$ cat src/rtl/rggen_host_if_apb_ext.sv
// rtl/rggen_host_if_apb_ext.sv - APB host interface with command capture, PPROT filtering and response timeout
//
// Purpose:
//   Converts APB transfers into the local register-block command bus. The
//   setup phase is captured into registers, PPROT is screened before any
//   local command is issued, and an optional cycle budget terminates a hung
//   local command with PSLVERR.
//
// Ports:
//   clk, rst_n          clock, asynchronous active-low reset
//   i_p*                APB requester side (paddr/pprot/psel/penable/pwrite/pwdata/pstrb)
//   o_pready/o_prdata/o_pslverr  APB completer response
//   o_command_valid/o_write/o_read/o_address/o_write_data/o_write_mask  local command
//   i_response_ready/i_read_data/i_status  local response
//   o_timeout           one-cycle pulse, aligned with o_pready, when a command timed out
module rggen_host_if_apb_ext #(
  parameter int DATA_WIDTH          = 32,
  parameter int HOST_ADDRESS_WIDTH  = 16,
  parameter int LOCAL_ADDRESS_WIDTH = 8,
  parameter int TIMEOUT_CYCLES      = 0,
  parameter int REQUIRE_PRIVILEGED  = 0,
  parameter int REQUIRE_SECURE      = 0
) (
  input  logic                           clk,
  input  logic                           rst_n,
  input  logic [HOST_ADDRESS_WIDTH-1:0]  i_paddr,
  input  logic [2:0]                     i_pprot,
  input  logic                           i_psel,
  input  logic                           i_penable,
  input  logic                           i_pwrite,
  input  logic [DATA_WIDTH-1:0]          i_pwdata,
  input  logic [DATA_WIDTH/8-1:0]        i_pstrb,
  output logic                           o_pready,
  output logic [DATA_WIDTH-1:0]          o_prdata,
  output logic                           o_pslverr,
  output logic                           o_command_valid,
  output logic                           o_write,
  output logic                           o_read,
  output logic [LOCAL_ADDRESS_WIDTH-1:0] o_address,
  output logic [DATA_WIDTH-1:0]          o_write_data,
  output logic [DATA_WIDTH-1:0]          o_write_mask,
  input  logic                           i_response_ready,
  input  logic [DATA_WIDTH-1:0]          i_read_data,
  input  logic [1:0]                     i_status,
  output logic                           o_timeout
);

  localparam int STRB_WIDTH   = DATA_WIDTH / 8;
  localparam int COUNT_WIDTH  = (TIMEOUT_CYCLES > 0) ? $clog2(TIMEOUT_CYCLES + 1) : 1;
  localparam int TIMEOUT_LAST = (TIMEOUT_CYCLES > 0) ? TIMEOUT_CYCLES - 1 : 0;
  localparam logic [COUNT_WIDTH-1:0] COUNT_LAST = COUNT_WIDTH'(TIMEOUT_LAST);
  localparam logic [COUNT_WIDTH-1:0] COUNT_ONE  = COUNT_WIDTH'(1);

  typedef enum logic [1:0] {
    IDLE,
    BUSY,
    RESPONSE,
    ERROR
  } state_e;

  state_e                         state_q, state_d;
  logic [LOCAL_ADDRESS_WIDTH-1:0] address_q, address_d;
  logic                           write_q, write_d;
  logic [DATA_WIDTH-1:0]          write_data_q, write_data_d;
  logic [DATA_WIDTH-1:0]          write_mask_q, write_mask_d;
  logic [DATA_WIDTH-1:0]          prdata_q, prdata_d;
  logic                           pslverr_q, pslverr_d;
  logic                           timeout_q, timeout_d;
  logic [COUNT_WIDTH-1:0]         count_q, count_d;

  logic [DATA_WIDTH-1:0]          strb_mask;
  logic                           setup_phase;
  logic                           protection_fail;
  logic                           timeout_hit;

  // Upper address bits, pprot[2] and status[0] carry no meaning here.
  logic unused_inputs;
  assign unused_inputs = ^{i_paddr, i_pprot[2], i_status[0]};

  always_comb begin
    strb_mask = '0;
    for (int i = 0; i < STRB_WIDTH; i++) begin
      strb_mask[8*i +: 8] = {8{i_pstrb[i]}};
    end
  end

  assign setup_phase     = i_psel && !i_penable;
  assign protection_fail = ((REQUIRE_PRIVILEGED != 0) && !i_pprot[0]) ||
                           ((REQUIRE_SECURE != 0) && i_pprot[1]);
  assign timeout_hit     = (TIMEOUT_CYCLES > 0) && (count_q == COUNT_LAST);

  always_comb begin
    state_d      = state_q;
    address_d    = address_q;
    write_d      = write_q;
    write_data_d = write_data_q;
    write_mask_d = write_mask_q;
    prdata_d     = prdata_q;
    pslverr_d    = pslverr_q;
    timeout_d    = 1'b0;
    count_d      = count_q;

    case (state_q)
      IDLE: begin
        if (setup_phase) begin
          address_d    = i_paddr[LOCAL_ADDRESS_WIDTH-1:0];
          write_d      = i_pwrite;
          write_data_d = i_pwdata;
          write_mask_d = i_pwrite ? strb_mask : '0;
          count_d      = '0;
          prdata_d     = '0;
          // A rejected transfer answers straight from ERROR with an error.
          pslverr_d    = protection_fail;
          state_d      = protection_fail ? ERROR : BUSY;
        end
      end
      BUSY: begin
        if (i_response_ready) begin
          // The local response takes priority over an expiring budget.
          prdata_d  = write_q ? '0 : i_read_data;
          pslverr_d = i_status[1];
          state_d   = RESPONSE;
        end else if (timeout_hit) begin
          prdata_d  = '0;
          pslverr_d = 1'b1;
          timeout_d = 1'b1;
          state_d   = RESPONSE;
        end else begin
          count_d = count_q + COUNT_ONE;
        end
      end
      RESPONSE: state_d = IDLE;
      ERROR:    state_d = IDLE;
      default:  state_d = IDLE;
    endcase
  end

  always_ff @(posedge clk or negedge rst_n) begin
    if (!rst_n) begin
      state_q      <= IDLE;
      address_q    <= '0;
      write_q      <= 1'b0;
      write_data_q <= '0;
      write_mask_q <= '0;
      prdata_q     <= '0;
      pslverr_q    <= 1'b0;
      timeout_q    <= 1'b0;
      count_q      <= '0;
    end else begin
      state_q      <= state_d;
      address_q    <= address_d;
      write_q      <= write_d;
      write_data_q <= write_data_d;
      write_mask_q <= write_mask_d;
      prdata_q     <= prdata_d;
      pslverr_q    <= pslverr_d;
      timeout_q    <= timeout_d;
      count_q      <= count_d;
    end
  end

  assign o_command_valid = (state_q == BUSY);
  assign o_write         = o_command_valid && write_q;
  assign o_read          = o_command_valid && !write_q;
  assign o_address       = address_q;
  assign o_write_data    = write_data_q;
  assign o_write_mask    = write_mask_q;

  assign o_pready  = (state_q == RESPONSE) || (state_q == ERROR);
  assign o_prdata  = o_pready ? prdata_q : '0;
  assign o_pslverr = o_pready && pslverr_q;
  assign o_timeout = timeout_q;

endmodule

$ cat config.mk
export PLATFORM = sky130hd
export DESIGN_NAME = rggen_host_if_apb_ext
export DESIGN_NICKNAME = d
export VERILOG_FILES = /design/src/rtl/rggen_host_if_apb_ext.sv
export SDC_FILE = /design/constraint.sdc
export NUM_CORES = 1
export LEC_CHECK = 0
export CORE_AREA = 2 2 99 101
export DETAILED_ROUTE_END_ITERATION = 8
export DIE_AREA = 0 0 101 103
export PLACE_DENSITY = 0.83
export SLEW_MARGIN = 0
export SYNTH_ARGS = -nofsm -noshare
export SYNTH_HDL_FRONTEND = slang
export SYNTH_SLANG_ARGS = --single-unit
$ cat constraint.sdc
create_clock -name clk -period 3.8 [get_ports clk]
set_input_delay 0.76 -clock clk [delete_from_list [all_inputs] [get_ports clk]]
set_output_delay 0.76 -clock clk [all_outputs]
set_load 0.005 [all_outputs]
==> impl_metrics.yaml, run 1 <==
logic_synthesis:
  netlist_top_cells_area: "sky130_fd_sc_hd__dfrtp_1 53%, sky130_fd_sc_hd__nand2_1 13%, sky130_fd_sc_hd__o31ai_2 6.6%"
  synthesis.nets: 509
  per_instance_average_area_after_synthesis_sq_um: 9.19
  yosysTopAreaCellShare: 0.526
  yosys.cell_types.count: 19
  synth_largest_area_cell: "sky130_fd_sc_hd__dfrtp_1"
  synth.cell_area_sq_um: 3800
  synth_seq_cells: 80
  yosysWarningCount: 0
  ys_seq_area_frac: 0.526
  syn-instance-count: 414
grt:
  gr-usage-all-layers: 0.190
  grt_remaining_overflow: 0
  wire_length_of_the_first_global_routing_pass_um: 15500
  grt_start_max_net_pins: 81
  antenna_violations_before_repair: 0
  via_count_of_the_first_global_routing_pass: 3176
layout:
  layout.nets: 659
  syn_to_final_growth_pct: 50.3
  fillers: 761
  final-instance-count-excl-fill: 682
  diodes: 0
  fraction_of_final_layout_cells_sized_beyond_drive_strength_1: 0.0775
placement:
  instance_count_after_placement_with_tap_cells_included: 667
  gp_routability_congestion: 0.759
  i_o_buffers: 191
  hpwlAfterDp_um: 6950
  place_worst_setup_slack_ps: 1210
clock_network:
  post-cts-setup-buffers: 0
  clk-insertion-delay-late_ps: 340
  hold_buffers: 0
  clkSinkCount: 80
  max-clock-path-buffers: 2
  postCtsResizedCells: 0
  clk_pin_slew_ps: 80
  cts_inserted_buffers: 9
  htreeDepth: 3
  cts_tree: "yes"
  clock_root_buffer: "sky130_fd_sc_hd__clkbuf_8"
critical_path:
  critical_path.startpoint_type: "register"
  cp.required_ps: 3040
  crit_arrival_ps: 1800
  crit_path_max_fanout: 5
  worstSetupPathType: "reg -> out"
  cp_slowest_stage_delay_ps: 560
  critPathCaptureType: "output port"
  critPathSlowestCell: "sky130_fd_sc_hd__clkdlybuf4s50_1"
  r2r_setup_slack_ps: 1730
  path_cells: "and2b_1 -> and2_1 -> clkdlybuf4s50_1"
drt:
  routed_wirelength_normalized_by_instance_count_um: 14.6
  drt-initial-drc-count: 135
  via_count: 3276
  detailedRoute.firstPassIterationCount: 4
  drt-total-wl_um: 9980
  vias_per_cell: 4.80
  antenna_left: 0
  post-route-drc-count: 0
worst_hold_path:
  min_path_type: "reg -> reg"
floorplan:
  row_count: 36
  chipWidth_um: 101
  floorplan.die_area_sq_um: 10400
  floorplan.initialDensity: 0.402
  design.portCount: 205
  fp.coreArea_sq_um: 9460
  die_y_um: 103
sta:
  post-route-worst-setup-slack_ps: 1240
  slew_margin_rel: 0.335
  fmax_ghz: 0.390
  timing_hold_violations_final: 0
  timing.final.crit_share: 0.675
  skew_ps: 7.10
  finalSetupViolCount: 0
  timing.final.crit_period_ps: 2560
  rsz_0062_raised_after_global_routing: "no"
  worst_slew_pin_slew_ps: 997
  timing.setup.tns_ps: 0
  report.final.slew_viol_count: 0
power:
  worst_ir_drop_vdd_uv: 159
  power.density_nw_per_um2: 433
  cellLeakagePower_uw: 0.00269
  p_total_uw: 2480
run:
  maxCapViolations: 0
outcome:
  status: "completed"
==> cell usage in the layout (no fill, tap or decap), drive strengths merged <==
cell type,n
and2,34
or4b,1
nand2,132
nand3,36
clkbuf,12
and2b,1
a22o,1
nand2b,2
buf,6
clkinv,2
clkinvlp,1
o31ai,32
nand3b,1
inv,34
dfrtp,80
conb,1
clkdlybuf4s50,190
nor4b,1
a21oi,1
==> metrics by stage <==
stage	util	hold WS, ps	area [sq um]
3_3_place_gp	0.586	456	5540
5_1_grt	0.604	497	5720
4_1_cts	0.604	480	5720
6_report	0.604	476	5720
2_1_floorplan	-	451	3800
3_5_place_dp	0.586	461	5540
==> Yosys cell counts <==
cell type	number
sky130_fd_sc_hd__a21oi_2	1
sky130_fd_sc_hd__o31ai_2	20
sky130_fd_sc_hd__or4b_1	1
sky130_fd_sc_hd__nand2b_1	2
sky130_fd_sc_hd__buf_2	8
sky130_fd_sc_hd__dfrtp_1	80
sky130_fd_sc_hd__conb_1	1
sky130_fd_sc_hd__and2b_1	1
sky130_fd_sc_hd__o31ai_1	12
sky130_fd_sc_hd__nor4b_4	1
sky130_fd_sc_hd__nand3b_1	1
sky130_fd_sc_hd__a22o_1	1
sky130_fd_sc_hd__and2_1	34
sky130_fd_sc_hd__nand2_1	132
sky130_fd_sc_hd__nand3_1	36
sky130_fd_sc_hd__buf_4	29
sky130_fd_sc_hd__buf_6	4
sky130_fd_sc_hd__clkbuf_1	16
sky130_fd_sc_hd__inv_1	34
==> kinds of logic (layout without fill, tap and decap cells) <==
group,count (synthesis),after routing,synth area share
AO/OA/AOI/OAI,34,34,0.0941
buffers and inverters,91,245,0.129
flip-flops,80,80,0.526
other,1,1,0.000986
AND/OR/NAND/NOR,208,208,0.250
==> registers in the layout, indices dropped and copies added, names as in the netlist <==
signal	count
state_q	2
pslverr_q	1
o_write_mask	4
o_address	8
write_q	1
o_write_data	32
prdata_q	32
==> layer usage <==
metal,global-route usage,up-vias,part of all wire
met5,0,-,0.00050
met4,0.0717,2,0.013
met3,0.0461,9,0.073
met2,0.315,140,0.49
met1,0.244,1559,0.42
li1,-,1566,-
==> final timing paths <==
path                       depth (start not counted)              from               end
min                                                2  o_write_data[31]  o_write_data[31]
max reg2reg                                        4        state_q[1]      prdata_q[28]
max                                                3        state_q[0]           o_write
min in group asynchronous                          1             rst_n      prdata_q[22]
min reg2reg                                        2  o_write_data[31]  o_write_data[31]
max in group asynchronous                          1             rst_n   o_write_data[1]
==> area by class of cell <==
cell class | count | area (sq um) | share of cell area
Multi-Input combinational cell | 243 | 1330 | 0.232
Clock inverter | 3 | 17.5 | 0.00306
Inverter | 34 | 128 | 0.0223
Clock buffer | 12 | 155 | 0.0271
Tap cell | 114 | 143 | 0.0250
Timing Repair Buffer | 196 | 1950 | 0.341
Sequential cell | 80 | 2000 | 0.350
==> report_power, final <==
part	total [uW]	switching [uW]	internal, uW
Clock	563	295	268
Sequential	1120	104	1020
Combinational	792	319	473
==> critical path, delay by kind of cell, from the launching register on <==
family | cells | cell delay (ps)
buffers and inverters | 1 | 560
AND/OR/NAND/NOR | 2 | 470
flip-flops | 1 | 440
Power figures use the tool's default switching activity.
==> run 2: changes to the inputs <==
CORE_AREA = 2 2 102 104   (was 2 2 99 101)
DIE_AREA = 0 0 104 106   (was 0 0 101 103)
PLACE_DENSITY = 0.79   (was 0.83)
clock period = 2.6 ns   (was 3.8 ns; I/O delays follow)
==> run 2 against run 1 <==
First-iteration DRC count fell by 9.6%. Via count rose by 1.3%. Final cell count rose by 3.8%. Clock skew fell by 1.7 ps. Combinational power rose by 48%. Critical path depth rose by 1. Register-to-register slack got worse by 1000 ps. Setup slack got worse by 980 ps. Non-clock buffer count rose by 3. Count of clock-buffer cells in the layout fell by 1. Utilization fell by 2.4 points. Die area rose by 6.0%. Highest routed layer is now met4.
==> impl_metrics.yaml, run 2 (synthesis results as in run 1) <==
critical_path:
  crit_path_max_fanout: 5
  crit_arrival_ps: 1830
  critical_path.startpoint_type: "register"
  r2r_end: "prdata_q[23]"
  critPathSlowestCell: "sky130_fd_sc_hd__clkdlybuf4s50_1"
  crit_start: "state_q[0]"
  path_cells: "and2b_1 -> nand2b_2 -> inv_1 -> clkdlybuf4s50_1"
  timing.reg2reg.worst_path_depth: 5
  cp_slowest_stage_delay_ps: 520
  r2r_setup_slack_ps: 720
  rr_startpoint: "state_q[1]"
  critPathBufInv: 2
  worstSetupPathType: "reg -> out"
  critPathCaptureType: "output port"
  critical-path-top-delay-family: "buffers and inverters"
  cp.required_ps: 2080
clock_network:
  clk_pin_slew_ps: 80
  hold_buffers: 0
  clock_root_buffer: "sky130_fd_sc_hd__clkbuf_8"
  htreeDepth: 3
  post-cts-setup-buffers: 0
  max-clock-path-buffers: 2
  postCtsResizedCells: 0
  cts_tree: "yes"
  clk-insertion-delay-late_ps: 360
  cts_inserted_buffers: 9
  clkSinkCount: 80
power:
  worst_ir_drop_vdd_uv: 303
  power.density_nw_per_um2: 644
  cellLeakagePower_uw: 0.00273
placement:
  i_o_buffers: 191
  gp_routability_congestion: 0.798
  hpwlAfterDp_um: 7250
  placed_area_sq_um: 5610
  place_worst_setup_slack_ps: 327
floorplan:
  chipWidth_um: 104
  design.portCount: 205
  die_y_um: 106
  floorplan.die_area_sq_um: 11000
  floorplan.initialDensity: 0.380
  fp.coreArea_sq_um: 10000
  row_count: 37
grt:
  grt_remaining_overflow: 0
  wire_length_of_the_first_global_routing_pass_um: 16700
  antenna_violations_before_repair: 0
  grt_start_max_net_pins: 81
  gr-usage-all-layers: 0.189
  via_count_of_the_first_global_routing_pass: 3326
sta:
  timing.final.crit_share: 0.902
  finalSetupViolCount: 0
  timing_hold_violations_final: 0
  rsz_0062_raised_after_global_routing: "no"
  worst_slew_pin_slew_ps: 997
  post-route-worst-setup-slack_ps: 255
  slew_margin_rel: 0.336
  hold_slack_ps: 328
  report.final.slew_viol_count: 0
  skew_ps: 5.42
  fmax_ghz: 0.426
  timing.setup.tns_ps: 0
  timing.final.crit_period_ps: 2350
layout:
  seq_area_sq_um: 2000
  layout.nets: 662
  diodes: 0
  multiInputGateArea_sq_um: 1330
  most_frequent_cells_in_the_layout: "190 x sky130_fd_sc_hd__clkdlybuf4s50_1, 132 x sky130_fd_sc_hd__nand2_1, 80 x sky130_fd_sc_hd__dfrtp_1, 36 x sky130_fd_sc_hd__nand3_1"
  syn_to_final_growth_pct: 52.6
  fillers: 906
  layout.cell_area.non_filler_sq_um: 5800
  mostFrequentLayoutCell: "sky130_fd_sc_hd__clkdlybuf4s50_1"
  fraction_of_final_layout_cells_sized_beyond_drive_strength_1: 0.0839
drt:
  antenna_left: 0
  drt-total-wl_um: 10200
  vias_per_cell: 4.69
  via_count: 3318
  drt-initial-drc-count: 122
  detailedRoute.firstPassIterationCount: 4
  post-route-drc-count: 0
  routed_wirelength_normalized_by_instance_count_um: 14.4
outcome:
  status: "completed"
worst_hold_path:
  min_path_type: "in -> async"
run:
  maxCapViolations: 0
==> run 2: layer usage <==
layer	routed length [um]	track usage	up-vias
met1	4550	0.239	1592
met3	665	0.0411	14
met2	4820	0.313	137
li1	-	-	1575
met5	0	0	-
met4	177	0.0792	0
==> run 2: metrics by stage <==
stage                     utilization  cells  power, uW
after floorplan                     -    414       2160
after global placement          0.561    692       2800
after detailed placement        0.561    692       2850
after CTS                       0.580    708       3790
after global routing            0.580    708       3950
final                           0.580    708       3740
==> run 2: worst max path at each step <==
stage          slack, ps  cells after the start                to
2_1_floorplan        860                      5            o_read
3_3_place_gp         360                      5   o_write_data[9]
3_5_place_dp         330                      5  o_write_data[23]
4_1_cts              240                      4            o_read
5_1_grt              160                      4            o_read
6_report             250                      4            o_read
==> run 2: layout make-up <==
class                   count  share of cell area
well taps                 136              0.0293
flip-flops and latches     80               0.345
clock buffers              11              0.0244
clock inverters             5             0.00970
inverters                  34              0.0220
repair buffers            199               0.341
multi-input cells         243               0.228
==> run 2: power breakdown <==
part           internal [uW]  switching (uW)  total (uW)  leakage (uW)
combinational            700             471        1170       0.00159
clock                    469             463         932     0.0000993
sequential              1490             150        1640       0.00104
==> run 3: changes to the inputs <==
CORE_AREA = 8 8 108 110   (was 2 2 102 104)
DIE_AREA = 0 0 116 118   (was 0 0 104 106)
==> run 3 against run 2 <==
Non-clock buffer count did not move. Design area rose by 0.11%. Maximum frequency fell by 2.5%. Sequential share of layout area barely moved. Clock power rose by 8%. Setup slack got worse by 61 ps. Hold slack improved by 7.9 ps. Die area rose by 24%. Critical path type unchanged.
==> impl_metrics.yaml, run 3 (synthesis results as in run 1) <==
drt:
  detailedRoute.firstPassIterationCount: 4
  drt-total-wl_um: 11500
  met3WireLength_um: 1380
  met1_length_um: 4710
  post-route-drc-count: 0
  vias_per_cell: 4.62
  via_count: 3271
  antenna_left: 0
  routed_wirelength_normalized_by_instance_count_um: 16.3
  drt-initial-drc-count: 191
  maxUsedRoutingLayer: "met4"
  wl_met2_um: 5260
sta:
  skew_ps: 6.05
  timing.setup.tns_ps: 0
  worst_slew_pin_slew_ps: 1030
  timing.final.crit_share: 0.926
  report.final.slew_viol_count: 0
  timing_hold_violations_final: 0
  rsz_0062_raised_after_global_routing: "no"
  timing.final.crit_period_ps: 2410
  finalSetupViolCount: 0
  slew_margin_rel: 0.315
  fmax_ghz: 0.416
clock_network:
  post-cts-setup-buffers: 0
  clkSinkCount: 80
  max-clock-path-buffers: 2
  htreeDepth: 3
  clk-insertion-delay-late_ps: 340
  hold_buffers: 0
  clock_root_buffer: "sky130_fd_sc_hd__clkbuf_8"
  postCtsResizedCells: 0
  clk_pin_slew_ps: 80
  cts_tree: "yes"
  cts_inserted_buffers: 9
layout:
  diodes: 0
  fillers: 882
  most_frequent_cells_in_the_layout: "190 x sky130_fd_sc_hd__clkdlybuf4s50_1, 132 x sky130_fd_sc_hd__nand2_1, 80 x sky130_fd_sc_hd__dfrtp_1, 36 x sky130_fd_sc_hd__nand3_1"
  seq_area_sq_um: 2000
  fraction_of_final_layout_cells_sized_beyond_drive_strength_1: 0.0857
  multiInputGateArea_sq_um: 1320
  layout.cell_area.non_filler_sq_um: 5810
  mostFrequentLayoutCell: "sky130_fd_sc_hd__clkdlybuf4s50_1"
  syn_to_final_growth_pct: 52.8
  layout.nets: 662
power:
  clockPowerShare: 0.264
  worst_ir_drop_vdd_uv: 275
  power_frac_comb: 0.309
  p_sw_frac: 0.284
  power.density_nw_per_um2: 660
  cellLeakagePower_uw: 0.00273
  switching_power_uw: 1090
  internal_power_uw: 2750
  seq_power_share: 0.427
  p_total_uw: 3830
run:
  maxCapViolations: 0
critical_path:
  critical_path.startpoint_type: "register"
  cp_slowest_stage_delay_ps: 530
  worstSetupPathType: "reg -> out"
  rr_startpoint: "state_q[1]"
  crit_arrival_ps: 1890
  r2r_setup_slack_ps: 770
  path_cells: "and2b_1 -> nand2b_2 -> inv_1 -> clkdlybuf4s50_1"
  timing.reg2reg.worst_path_depth: 4
  cp.required_ps: 2080
  crit_path_max_fanout: 6
  r2r_end: "prdata_q[11]"
  critPathCaptureType: "output port"
  critPathSlowestCell: "sky130_fd_sc_hd__clkdlybuf4s50_1"
  critPathBufInv: 2
  critical-path-top-delay-family: "buffers and inverters"
floorplan:
  row_count: 37
  floorplan.initialDensity: 0.380
  design.portCount: 205
  die_y_um: 118
  fp.coreArea_sq_um: 10000
  chipWidth_um: 116
  floorplan.die_area_sq_um: 13700
grt:
  antenna_violations_before_repair: 0
  grt_remaining_overflow: 0
  grt_start_max_net_pins: 81
  wire_length_of_the_first_global_routing_pass_um: 17900
  via_count_of_the_first_global_routing_pass: 3485
  gr-usage-all-layers: 0.163
placement:
  placed_area_sq_um: 5590
  gp_routability_congestion: 0.797
  i_o_buffers: 191
  hpwlAfterDp_um: 8580
outcome:
  status: "completed"
worst_hold_path:
  min_path_type: "in -> async"
run 3: final cells by class:
type / count / share of cell area
well taps: 136 / 0.0293
repair buffers: 199 / 0.339
clock buffers: 10 / 0.0237
flip-flops and latches: 80 / 0.345
inverters: 34 / 0.0220
clock inverters: 6 / 0.0142
multi-input cells: 243 / 0.227
run 3: worst max-delay path by stage:
stage              endpoint  cells after the start  slack (ps)       start
2_1_floorplan        o_read                      5         860  state_q[0]
4_1_cts              o_read                      4         150  state_q[1]
3_5_place_dp   prdata_q[20]                      5         310   i_penable
6_report             o_read                      4         190  state_q[1]
3_3_place_gp   prdata_q[17]                      5         340   i_penable
5_1_grt              o_read                      4          70  state_q[1]
run 3: routing by layer:
layer,vias to the layer above,global-route usage
met1,1538,0.190
met3,16,0.0662
met4,0,0.0535
met2,143,0.264
li1,1574,-
met5,-,0
run 3: power groups by stage:
stage,sequential (uW),clock (uW),combinational [uW]
2_1_floorplan,1650,0,502
3_3_place_gp,1650,0,1180
3_5_place_dp,1670,0,1210
4_1_cts,1640,1050,1210
5_1_grt,1670,1100,1300
6_report,1640,1010,1190
run 3: per-stage QoR:
step,util,cells,worst slack (ps),hold WS (ps)
after CTS,0.581,708,152,378
after detailed placement,0.559,692,313,461
after global routing,0.581,708,73.9,426
after floorplan,-,414,859,224
final,0.581,708,193,336
after global placement,0.559,692,341,458
